### src/rtl/sram_read_streamer.sv
// Streams a burst of sequential SRAM words onto a valid/ready interface.
// Reads are issued only while FIFO occupancy plus the in-flight read leaves room, so no word is dropped.
module sram_read_streamer #(
  parameter int ADDR_WIDTH = 8,
  parameter int DATA_WIDTH = 64,
  parameter int FIFO_DEPTH = 4
) (
  input  logic                  i_clk,
  input  logic                  i_nrst,
  input  logic                  i_start,
  input  logic [ADDR_WIDTH-1:0] i_base_addr,
  input  logic [ADDR_WIDTH:0]   i_count,
  output logic                  o_read_en,
  output logic [ADDR_WIDTH-1:0] o_read_addr,
  input  logic [DATA_WIDTH-1:0] i_sram_data,
  input  logic                  i_sram_valid,
  output logic [DATA_WIDTH-1:0] o_data,
  output logic                  o_valid,
  input  logic                  i_ready,
  output logic                  o_busy,
  output logic                  o_done
);
  localparam int PW = (FIFO_DEPTH > 1) ? $clog2(FIFO_DEPTH) : 1;
  localparam int CW = PW + 1;

  typedef enum logic [1:0] {S_IDLE, S_RUN, S_DRAIN, S_DONE} state_t;

  state_t                state_q, state_d;
  logic [ADDR_WIDTH-1:0] addr_q, addr_d;
  logic [ADDR_WIDTH:0]   issue_left_q, issue_left_d;
  logic [ADDR_WIDTH:0]   pop_left_q, pop_left_d;
  logic                  inflight_q, inflight_d;
  logic [PW-1:0]         rd_ptr_q, rd_ptr_d;
  logic [PW-1:0]         wr_ptr_q, wr_ptr_d;
  logic [CW-1:0]         count_q, count_d;
  logic [DATA_WIDTH-1:0] mem_q [FIFO_DEPTH];

  logic                  read_en;
  logic                  push;
  logic                  pop;
  logic [CW:0]           occupancy;

  always_comb begin
    occupancy    = (CW+1)'(count_q) + (CW+1)'(inflight_q);
    read_en      = (state_q == S_RUN) && (issue_left_q != '0) &&
                   (occupancy < (CW+1)'(FIFO_DEPTH));
    // Responses are only trusted when we actually issued the matching read.
    push         = inflight_q && i_sram_valid;
    pop          = (count_q != '0) && i_ready;

    state_d      = state_q;
    addr_d       = addr_q;
    issue_left_d = issue_left_q;
    pop_left_d   = pop_left_q;
    inflight_d   = read_en;
    rd_ptr_d     = rd_ptr_q;
    wr_ptr_d     = wr_ptr_q;
    count_d      = count_q;

    if (read_en) begin
      addr_d       = addr_q + ADDR_WIDTH'(1);
      issue_left_d = issue_left_q - (ADDR_WIDTH+1)'(1);
    end
    if (pop && (pop_left_q != '0)) begin
      pop_left_d = pop_left_q - (ADDR_WIDTH+1)'(1);
    end

    if (push) wr_ptr_d = wr_ptr_q + PW'(1);
    if (pop)  rd_ptr_d = rd_ptr_q + PW'(1);
    if (push && !pop) begin
      count_d = count_q + CW'(1);
    end else if (!push && pop) begin
      count_d = count_q - CW'(1);
    end

    case (state_q)
      S_IDLE: begin
        if (i_start) begin
          addr_d       = i_base_addr;
          issue_left_d = i_count;
          pop_left_d   = i_count;
          state_d      = (i_count == '0) ? S_DONE : S_RUN;
        end
      end
      S_RUN:   if (issue_left_d == '0) state_d = S_DRAIN;
      S_DRAIN: if (pop_left_d == '0) state_d = S_DONE;
      S_DONE:  state_d = S_IDLE;
      default: state_d = S_IDLE;
    endcase
  end

  always_ff @(posedge i_clk) begin
    if (!i_nrst) begin
      state_q      <= S_IDLE;
      addr_q       <= '0;
      issue_left_q <= '0;
      pop_left_q   <= '0;
      inflight_q   <= 1'b0;
      rd_ptr_q     <= '0;
      wr_ptr_q     <= '0;
      count_q      <= '0;
    end else begin
      state_q      <= state_d;
      addr_q       <= addr_d;
      issue_left_q <= issue_left_d;
      pop_left_q   <= pop_left_d;
      inflight_q   <= inflight_d;
      rd_ptr_q     <= rd_ptr_d;
      wr_ptr_q     <= wr_ptr_d;
      count_q      <= count_d;
    end
  end

  // Storage needs no reset; occupancy alone decides what is visible.
  always_ff @(posedge i_clk) begin
    if (push) mem_q[wr_ptr_q] <= i_sram_data;
  end

  assign o_read_en   = read_en;
  assign o_read_addr = addr_q;
  assign o_data      = mem_q[rd_ptr_q];
  assign o_valid     = (count_q != '0);
  assign o_busy      = (state_q != S_IDLE);
  assign o_done      = (state_q == S_DONE);
endmodule
### config.mk
export PLATFORM = sky130hd
export DESIGN_NAME = sram_read_streamer
export DESIGN_NICKNAME = d
export VERILOG_FILES = /design/src/rtl/sram_read_streamer.sv
export SDC_FILE = /design/constraint.sdc
export NUM_CORES = 1
export LEC_CHECK = 0
export ABC_AREA = 1
export CORE_MARGIN = 4
export CORE_UTILIZATION = 55
export DETAILED_ROUTE_END_ITERATION = 16
export GPL_ROUTABILITY_DRIVEN = 1
export PLACE_DENSITY = 0.8
export SLEW_MARGIN = 0
export SYNTH_ARGS = -nofsm -noshare
export SYNTH_HDL_FRONTEND = slang
export SYNTH_SLANG_ARGS = --single-unit
### constraint.sdc
create_clock -name i_clk -period 4.9 [get_ports i_clk]
set_clock_uncertainty 0.15 [all_clocks]
set_input_delay 0.735 -clock i_clk [delete_from_list [all_inputs] [get_ports i_clk]]
set_output_delay 0.735 -clock i_clk [all_outputs]
set_load 0.02 [all_outputs]
Word-level counts from Yosys, hierarchy flattened
Memories as Yosys holds them, arrays and structs flattened. A register that Yosys moved wholly into a read port is not among the register bits.
Index checks and enable logic that the tools add are counted.

word-level totals
  input bits = 86
  output and inout port bits = 76
  flip-flop bits (word level) = 36
  memories kept = 1
  word-level logic and storage cells = 63
  RAM bits = 256

memory list
  memory  depth  bits a word  read ports  clocked after memory_dff  write ports  line  source
  mem_q   4      64           1           1                         1            36    logic [DATA_WIDTH-1:0] mem_q [FIFO_DEPTH];

operators by class
  reduce and logical (&&, ||, !) cells = 19
  eq/ne operators = 6
  multiplexer cells = 20
  add/sub/neg operators = 8
  magnitude comparators = 1

operators with widths
  kind                                                         count
  2-to-1 mux 9 bit                                             6
  logical NOT 9 bit                                            3
  2-to-1 mux 8 bit                                             3
  nonzero test 9 bit                                           2
  subtractor 9 x 1 -> 9 bit (second input constant)            2
  2-to-1 mux 2 bit                                             6
  adder 8 x 1 -> 8 bit (second input constant)                 1
  one-hot mux 2 bit (4 select lines)                           1
  logical AND 1 bit                                            7
  2-to-1 mux 3 bit                                             2
  adder 2 x 1 -> 2 bit (second input constant)                 2
  adder 3 x 1 -> 4 bit                                         1
  equality test 2 bit (second input constant)                  2
  less-than comparator 4 x 3 -> 1 bit (second input constant)  1
  != test 2 bit (second input constant)                        2
  nonzero test 2 bit                                           2
  adder 3 x 1 -> 3 bit (second input constant)                 1
  AND reduction 3 bit                                          1
  nonzero test 3 bit                                           1
  subtractor 3 x 1 -> 3 bit (second input constant)            1
  equality test 2 x 1 -> 1 bit (second input constant)         1
  logical NOT 1 bit                                            2
  logical NOT 2 bit                                            1
  2-to-1 mux 1 bit                                             2
  != test 2 x 1 -> 1 bit (second input constant)               1

Depth between registers and ports, before layout
Gate-level depths: netlist of the first run.

  word-level depth = 7
  depth in mapped cells = 18
  mapped depth without buffers = 17

Worst setup path after synthesis of the first run
Ideal clock, no wire load.

  kind = input to register
  from = in i_sram_valid
  to = mem mem_q[0][0], enable pin
  slack = 0.685 ns
  required time = 4.263 ns
  data arrival time = 3.578 ns
  stages = 2
  path buffers = 0
  library setup time = 0.487 ns
  path through = nand2_1 > nor2_1

between the ends
  word-level cells in the longest chain between the ends = 3

ends and longest elaborated chain
  what                                    line  source
  start, declared                         16    input logic i_sram_valid,
  logical AND 1 bit                       48    push = inflight_q && i_sram_valid;
  2-to-1 mux 1 bit                        116   if (push) mem_q[wr_ptr_q] <= i_sram_data;
  2-to-1 mux 1 bit (not written as such)  116
  end, declared                           36

No other way between the ends.

==> results.md, run 1 <==
* RSZ-0062 raised after global routing: no
* Yosys cell types at 37
* Post-synth top cells: 256 x edfxtp_1, 183 x nor2_1, 153 x o21ai_0, 83 x nand2_1, 64 x o22ai_1
* Slew headroom at 23.0%
* CP max FO at 64
* Most common cell in the synthesized netlist: edfxtp_1
* Register bit count reported by yosys at 294
* Antenna Diode Count at 0
* Sequential share of the synthesized area at 71.8%
* Reg2reg end: o_read_addr[7]
* Vias in the first global route at 7935
* CTS sink count at 294
* Yosys top cell area share at 65.3%
* Die Span Y at 154 um
* Io pins at 162
* Worst hold-check path type: reg -> reg
* Core Box Area at 21000 um2
* CTS Buffer Depth at 3
* Port buffer count at 161
* Post-route minimum period at 3760 ps
* Leakage power at 5.22 nW
* Total Neg Setup Slack at 0 ps
* Number of synthesized flops with an enable pin at 256
* Ys async rst share at 0%
* DIE WIDTH at 154 um
* Synth Flop Type: edfxtp_1
* Warnings, synthesis at 0
* Num CTS Buffers at 29
* Row Count at 53
* Crit. End Element: primary output
* Hold-fix buffers, CTS at 0
* Post-CTS setup buffers at 0
* Gpl congestion at 0.892
* Final-stage net count at 1237
* Final count of negative-setup-slack endpoints at 0
* Antenna viol nets, final at 0
* Hold_ws at 313 ps
* R2r startpoint: state_q[1]
* Largest net degree at the start of global routing at 75
* Total grt overflow at 0
* WHS Path Cells at 2
* Area contributors post-synth: edfxtp_1 65%, o21ai_0 6.5%, dfxtp_1 6.5%
* GR Util All Layers at 20.9%
* Via count at 7948
* Mapped Area at 11800 um2
* Clk_lat worst skew at 540 ps
* Final WL at 25.4 mm
* CTS HTree Levels at 1
* Layout cell share with drive strength beyond 1 at 6.06%
* # resized after CTS at 0
* Worst-path clk slew at 60 ps
* Synth area leader: edfxtp_1
* WL/cell at 17.7 um
* Detailed Routing Iterations Pass 1 at 5
* Vias/cell at 5.56
* Period utilization at 76.7%
* Area growth from synthesis to layout at 23.7%
* Crit path launch type: flop
* Residual DRC count at 0
* Status: finished clean
* Initial DRC count at 575
* Fmax at 266 MHz
* Hold_sp: rd_ptr_q[1]
* HPWL Detailed at 15.1 mm
* Crit Path Class: reg -> out
* Antenna violations before repair at 0
* Worst VDD drop at 0.299 mV
* Worst Path Arrival at 2880 ps
* Worst slew pin tran at 1160 ps
* Die area at 23800 um2
* Fin. max-slew vios at 0
* Reg2Reg Depth at 10
* Post-Syn Instances at 984
* CTS tree: built
* Initial Utilization at 56.0%
* Hold Vio Cnt, Final at 0
* Max-cap viol count at 0
* Avg Cell Area, Syn at 12.0 um2
* R2r setup slk at 2440 ps
* Syn Nets at 1084
* First-pass GRT wire length at 40.4 mm
* P per Cell Area at 517 nW/um2
* Root Buffer: clkbuf_16
* CP required at 4010 ps
[worst max-delay path by stage]
stage,start,end,slack (ps),depth (start not counted)
final,flop,o_data[51],1140,4
after global routing,flop,o_data[51],940,4
after CTS,flop,o_data[19],1110,4
after detailed placement,flop,o_data[0],1700,4
after global placement,flop,o_data[8],1700,4
after floorplan,i_sram_valid,mem_q[0][0],680,2
[flip-flops by register name, indices dropped and copies added, names as in the netlist, named ones only]
| signal | count |
|---|---|
| mem_q | 256 |
| issue_left_q | 9 |
| pop_left_q | 9 |
| o_read_addr | 8 |
| count_q | 3 |
| rd_ptr_q | 2 |
| state_q | 2 |
| wr_ptr_q | 2 |
| inflight_q | 1 |
[kinds of logic after synthesis]
group,after synthesis,synth area share (%)
simple gates,316,11.1
flops,294,71.8
compound gates,236,10.9
buf+inv,112,3.76
fa+ha+maj,14,1.55
xor+xnor,12,0.893
[routing by layer]
layer | up-vias | GRT usage [%] | wire length, um
met4 | 0 | 7.15 | 735
met1 | 3773 | 27.5 | 10400
met5 | - | 0 | 0
met2 | 313 | 35.6 | 12400
li1 | 3808 | - | -
met3 | 54 | 3.69 | 1830
[through the flow]
step | cell area, um2 | instances | power, mW | setup WS [ps] | utilization (%)
global placement | 13700 | 1381 | 5.46 | 1700 | 65.1
global route | 14600 | 1430 | 7.92 | 937 | 69.2
floorplan | 11800 | 984 | 4.60 | 685 | -
CTS | 14600 | 1430 | 7.56 | 1110 | 69.2
finish | 14600 | 1430 | 7.52 | 1140 | 69.2
detailed placement | 13700 | 1381 | 5.52 | 1700 | 65.1
[placed cells by master, fill, tap and decap left out, drive strengths merged, types with 2 or more instances in the layout]
master,Yosys,routed
edfxtp,256,256
nor2,185,185
clkdlybuf4s50,0,161
o21ai,155,155
nand2,89,89
o22ai,64,64
inv,62,63
dfxtp,38,38
clkbuf,45,37
nand3,29,29
a21oi,14,14
ha,13,13
clkinv,2,11
buf,3,9
xor2,7,7
xnor2,5,5
nand4,4,4
nand3b,3,3
nor3,2,2
nor4,2,2
[critical path, stage by stage (launching register included)]
cell and delay, ps:
dfxtp_2 320, inv_2 800, o21ai_0 250, o22ai_1 260, clkdlybuf4s50_1 660
[final cells by class]
class | count | area [um2]
sequential | 294 | 8450
inverter | 64 | 246
clock inverter | 12 | 101
fill | 1434 | 6470
multi-input combinational | 578 | 2910
timing repair buffer | 170 | 1730
tap | 275 | 344
clock buffer | 37 | 776
[report_power, final]
part | internal, mW | switching, mW | leakage (nW) | total [mW]
clock | 1.17 | 0.876 | 0.429 | 2.04
sequential | 2.89 | 0.145 | 2.62 | 3.04
combinational | 0.955 | 1.49 | 2.17 | 2.44
Note: power is estimated with default switching activity, not from simulation.
==> run 2: changes to the inputs <==
--- a/config.mk
+++ b/config.mk
@@ -7,10 +7,10 @@
 export LEC_CHECK = 0
 export ABC_AREA = 1
 export CORE_MARGIN = 4
-export CORE_UTILIZATION = 55
+export CORE_UTILIZATION = 49
 export DETAILED_ROUTE_END_ITERATION = 16
 export GPL_ROUTABILITY_DRIVEN = 1
-export PLACE_DENSITY = 0.8
+export PLACE_DENSITY = 0.75
 export SLEW_MARGIN = 0
 export SYNTH_ARGS = -nofsm -noshare
 export SYNTH_HDL_FRONTEND = slang
==> constraint.sdc (replaced) <==
create_clock -name i_clk -period 3.19 [get_ports i_clk]
set_clock_uncertainty 0.15 [all_clocks]
set_input_delay 0.4785 -clock i_clk [delete_from_list [all_inputs] [get_ports i_clk]]
set_output_delay 0.4785 -clock i_clk [all_outputs]
set_load 0.02 [all_outputs]
==> run 2 against run 1 <==
Routed wire length up 5.2%. Worst hold slack better by 11 ps. Combinational power increased by 62%. Via count increased by 1.4%. Register-to-register slack lost 1700 ps. Non-clock buffer count rose by 17. Sequential power grew 53%. Critical path depth increased by 1. Power increased by 59%. Clock-buffer cell count up 1. Critical endpoint is now o_data[44].
==> results.md, run 2 (synthesis results as in run 1) <==
* Clk pwr share at 28.0% (was 27.2%)
* Most used routing layer: met2 (unchanged)
* Crit path launch type: flop (unchanged)
* CTS sink count at 294 (unchanged)
* CP max FO at 40 (was 64)
* Antenna Diode Count at 0 (unchanged)
* Num CTS Buffers at 29 (unchanged)
* Switching share of power at 33.1% (was 33.4%)
* Total grt overflow at 0 (unchanged)
* Worst slew pin tran at 542 ps (was 1160 ps)
* CTS Buffer Depth at 3 (unchanged)
* Initial DRC count at 646 (was 575)
* Vias in the first global route at 7829 (was 7935)
* HPWL Detailed at 16.3 mm (was 15.1 mm)
* Clk_lat worst skew at 540 ps (about the same)
* Switching power at 3.95 mW (was 2.51 mW)
* Fmax at 320 MHz
* Hold Vio Cnt, Final at 0 (unchanged)
* Layout cell share with drive strength beyond 1 at 7.82% (was 6.06%)
* Worst-path clk slew at 60 ps (about the same)
* GR Util met1 at 25.8% (was 27.5%)
* Final WL at 26.7 mm (was 25.4 mm)
* Area after DPL at 13900 um2 (was 13700 um2)
* Port buffer count at 161 (unchanged)
* DIE WIDTH at 163 um (was 154 um)
* Placed cells at 1440 (was 1381)
* Crit. End Element: primary output (unchanged)
* Worst hold-check path type: reg -> reg (unchanged)
* Final-stage net count at 1254 (was 1237)
* Final WS setup at 66.8 ps (was 1140 ps)
* Status: finished clean (unchanged)
* Period utilization at 97.9%
* Fill count at 1821 (was 1434)
* CTS tree: built (unchanged)
* Fin cells at 1496 (was 1430)
* Hold_ws at 324 ps (was 313 ps)
* Max FFs per register at 256 (unchanged)
* Largest net degree at the start of global routing at 129 (was 75)
* GR Util All Layers at 19.0% (was 20.9%)
* First-pass GRT wire length at 40.3 mm (was 40.4 mm)
* CP delay by family, top: buffers and inverters (unchanged)
* Residual DRC count at 0 (unchanged)
* Via count at 8059 (was 7948)
* Initial Utilization at 50.0% (was 56.0%)
* Hold-fix buffers, CTS at 0 (unchanged)
* Post-CTS setup buffers at 0 (unchanged)
* Power Total at 11.9 mW (was 7.52 mW)
* P per Cell Area at 800 nW/um2 (was 517 nW/um2)
* CP required at 2560 ps (was 4010 ps)
* Combinational share of power at 33.2% (was 32.5%)
* Max-cap viol count at 0 (unchanged)
* Worst Path Arrival at 2490 ps (was 2880 ps)
* Detailed Routing Iterations Pass 1 at 5 (unchanged)
* Fin. max-slew vios at 0 (unchanged)
* Row Count at 56 (was 53)
* Slowest stage cell, crit path: clkdlybuf4s50_1 (was inv_2)
* Area growth from synthesis to layout at 26.7% (was 23.7%)
* Sequential Power Share at 38.9% (was 40.4%)
* CTS HTree Levels at 1 (unchanged)
* Vias/cell at 5.39 (was 5.56)
* Commonest non-fill, non-tap cell in the layout: edfxtp_1 (unchanged)
* Number of buffers and inverters on the critical path at 3 (was 2)
* Die area at 26600 um2 (was 23800 um2)
* P_int at 7.99 mW (was 5.01 mW)
* Met3 Usage GRT at 3.80% (was 3.69%)
* Worst slack, placed at 544 ps (was 1700 ps)
* WL/cell at 17.8 um (was 17.7 um)
* Gpl congestion at 0.837 (was 0.892)
* CP Cell Sequence: inv_2 > buf_12 > o21ai_0 > o22ai_1 > clkdlybuf4s50_1 (was inv_2 > o21ai_0 > o22ai_1 > clkdlybuf4s50_1)
* Io pins at 162 (unchanged)
* Fin area at 14900 um2 (was 14600 um2)
* Register Area at 8460 um2 (was 8450 um2)
* Worst VDD drop at 0.546 mV (was 0.299 mV)
* CP peak stage delay at 660 ps (was 800 ps)
* Most frequent cells in the layout: 256 x edfxtp_1, 179 x nor2_1, 157 x clkdlybuf4s50_1, 153 x o21ai_0, 83 x nand2_1 (was 256 x edfxtp_1, 179 x nor2_1, 161 x clkdlybuf4s50_1, 153 x o21ai_0, 83 x nand2_1)
* Biggest regs: mem_q x256, issue_left_q x9, pop_left_q x9 (unchanged)
* Final count of negative-setup-slack endpoints at 0 (unchanged)
* Multi-input gate area at 2910 um2 (unchanged)
* Core Box Area at 23500 um2 (was 21000 um2)
* Crit Path Class: reg -> out (unchanged)
* Leakage power at 5.41 nW (was 5.22 nW)
* GR Util met2 at 32.3% (was 35.6%)
* Finished Core Util at 63.3% (was 69.2%)
* Antenna violations before repair at 0 (unchanged)
* Post-route minimum period at 3120 ps
* Most flops, register: mem_q (unchanged)
* Slew headroom at 63.8% (was 23.0%)
* Total Neg Setup Slack at 0 ps (unchanged)
* Die Span Y at 163 um (was 154 um)
* Root Buffer: clkbuf_16 (unchanged)
* Antenna viol nets, final at 0 (unchanged)
-- run 2: power groups by stage --
stage	combinational, mW	sequential [mW]	clock (mW)
global placement	3.80	4.70	0
detailed placement	3.86	4.71	0
CTS	3.90	4.63	3.41
global route	4.35	4.67	3.57
finish	3.96	4.64	3.34
floorplan	2.37	4.70	0
-- run 2: final timing paths --
path              slack [ps]  depth (start not counted)    endpoint           from
setup / recovery          70                          5  o_data[44]           flop
hold / removal           320                          1        flop    rd_ptr_q[0]
setup reg to reg         790                         16  state_q[1]  pop_left_q[0]
hold reg to reg          320                          1        flop    rd_ptr_q[0]
-- run 2: area by class of cell --
class	count	share of cell area (%)
timing repair buffer	187	13.1
tap	319	2.68
inverter	64	1.65
clock inverter	16	1.07
sequential	294	56.7
multi-input combinational	578	19.5
clock buffer	38	5.29
-- run 2: worst reg2reg max path, stage by stage, from the launching register on --
cell     delay, ps
dfxtp_1        310
inv_1          140
ha_1           230
nand3_1        120
nor2_1         180
nand2_1        180
nand2_2        200
inv_2           50
nand2_1         50
nand2_1         70
inv_1           60
nand3_1        160
o21ai_4        190
nand3_2         80
nand2_1         60
inv_1           30
nor2_1          80
-- run 2: what timing repair did --
item	4_1_cts	5_1_grt
gates cloned	0	2
resized for setup	1	7
pin swaps	0	0
setup endpoints to repair	5	17
-- run 2: routing by layer --
metal | routed length, um | vias to the layer above
met2 | 13000 | 273
met1 | 11400 | 3914
li1 | - | 3841
met5 | 0 | -
met3 | 1940 | 31
met4 | 373 | 0
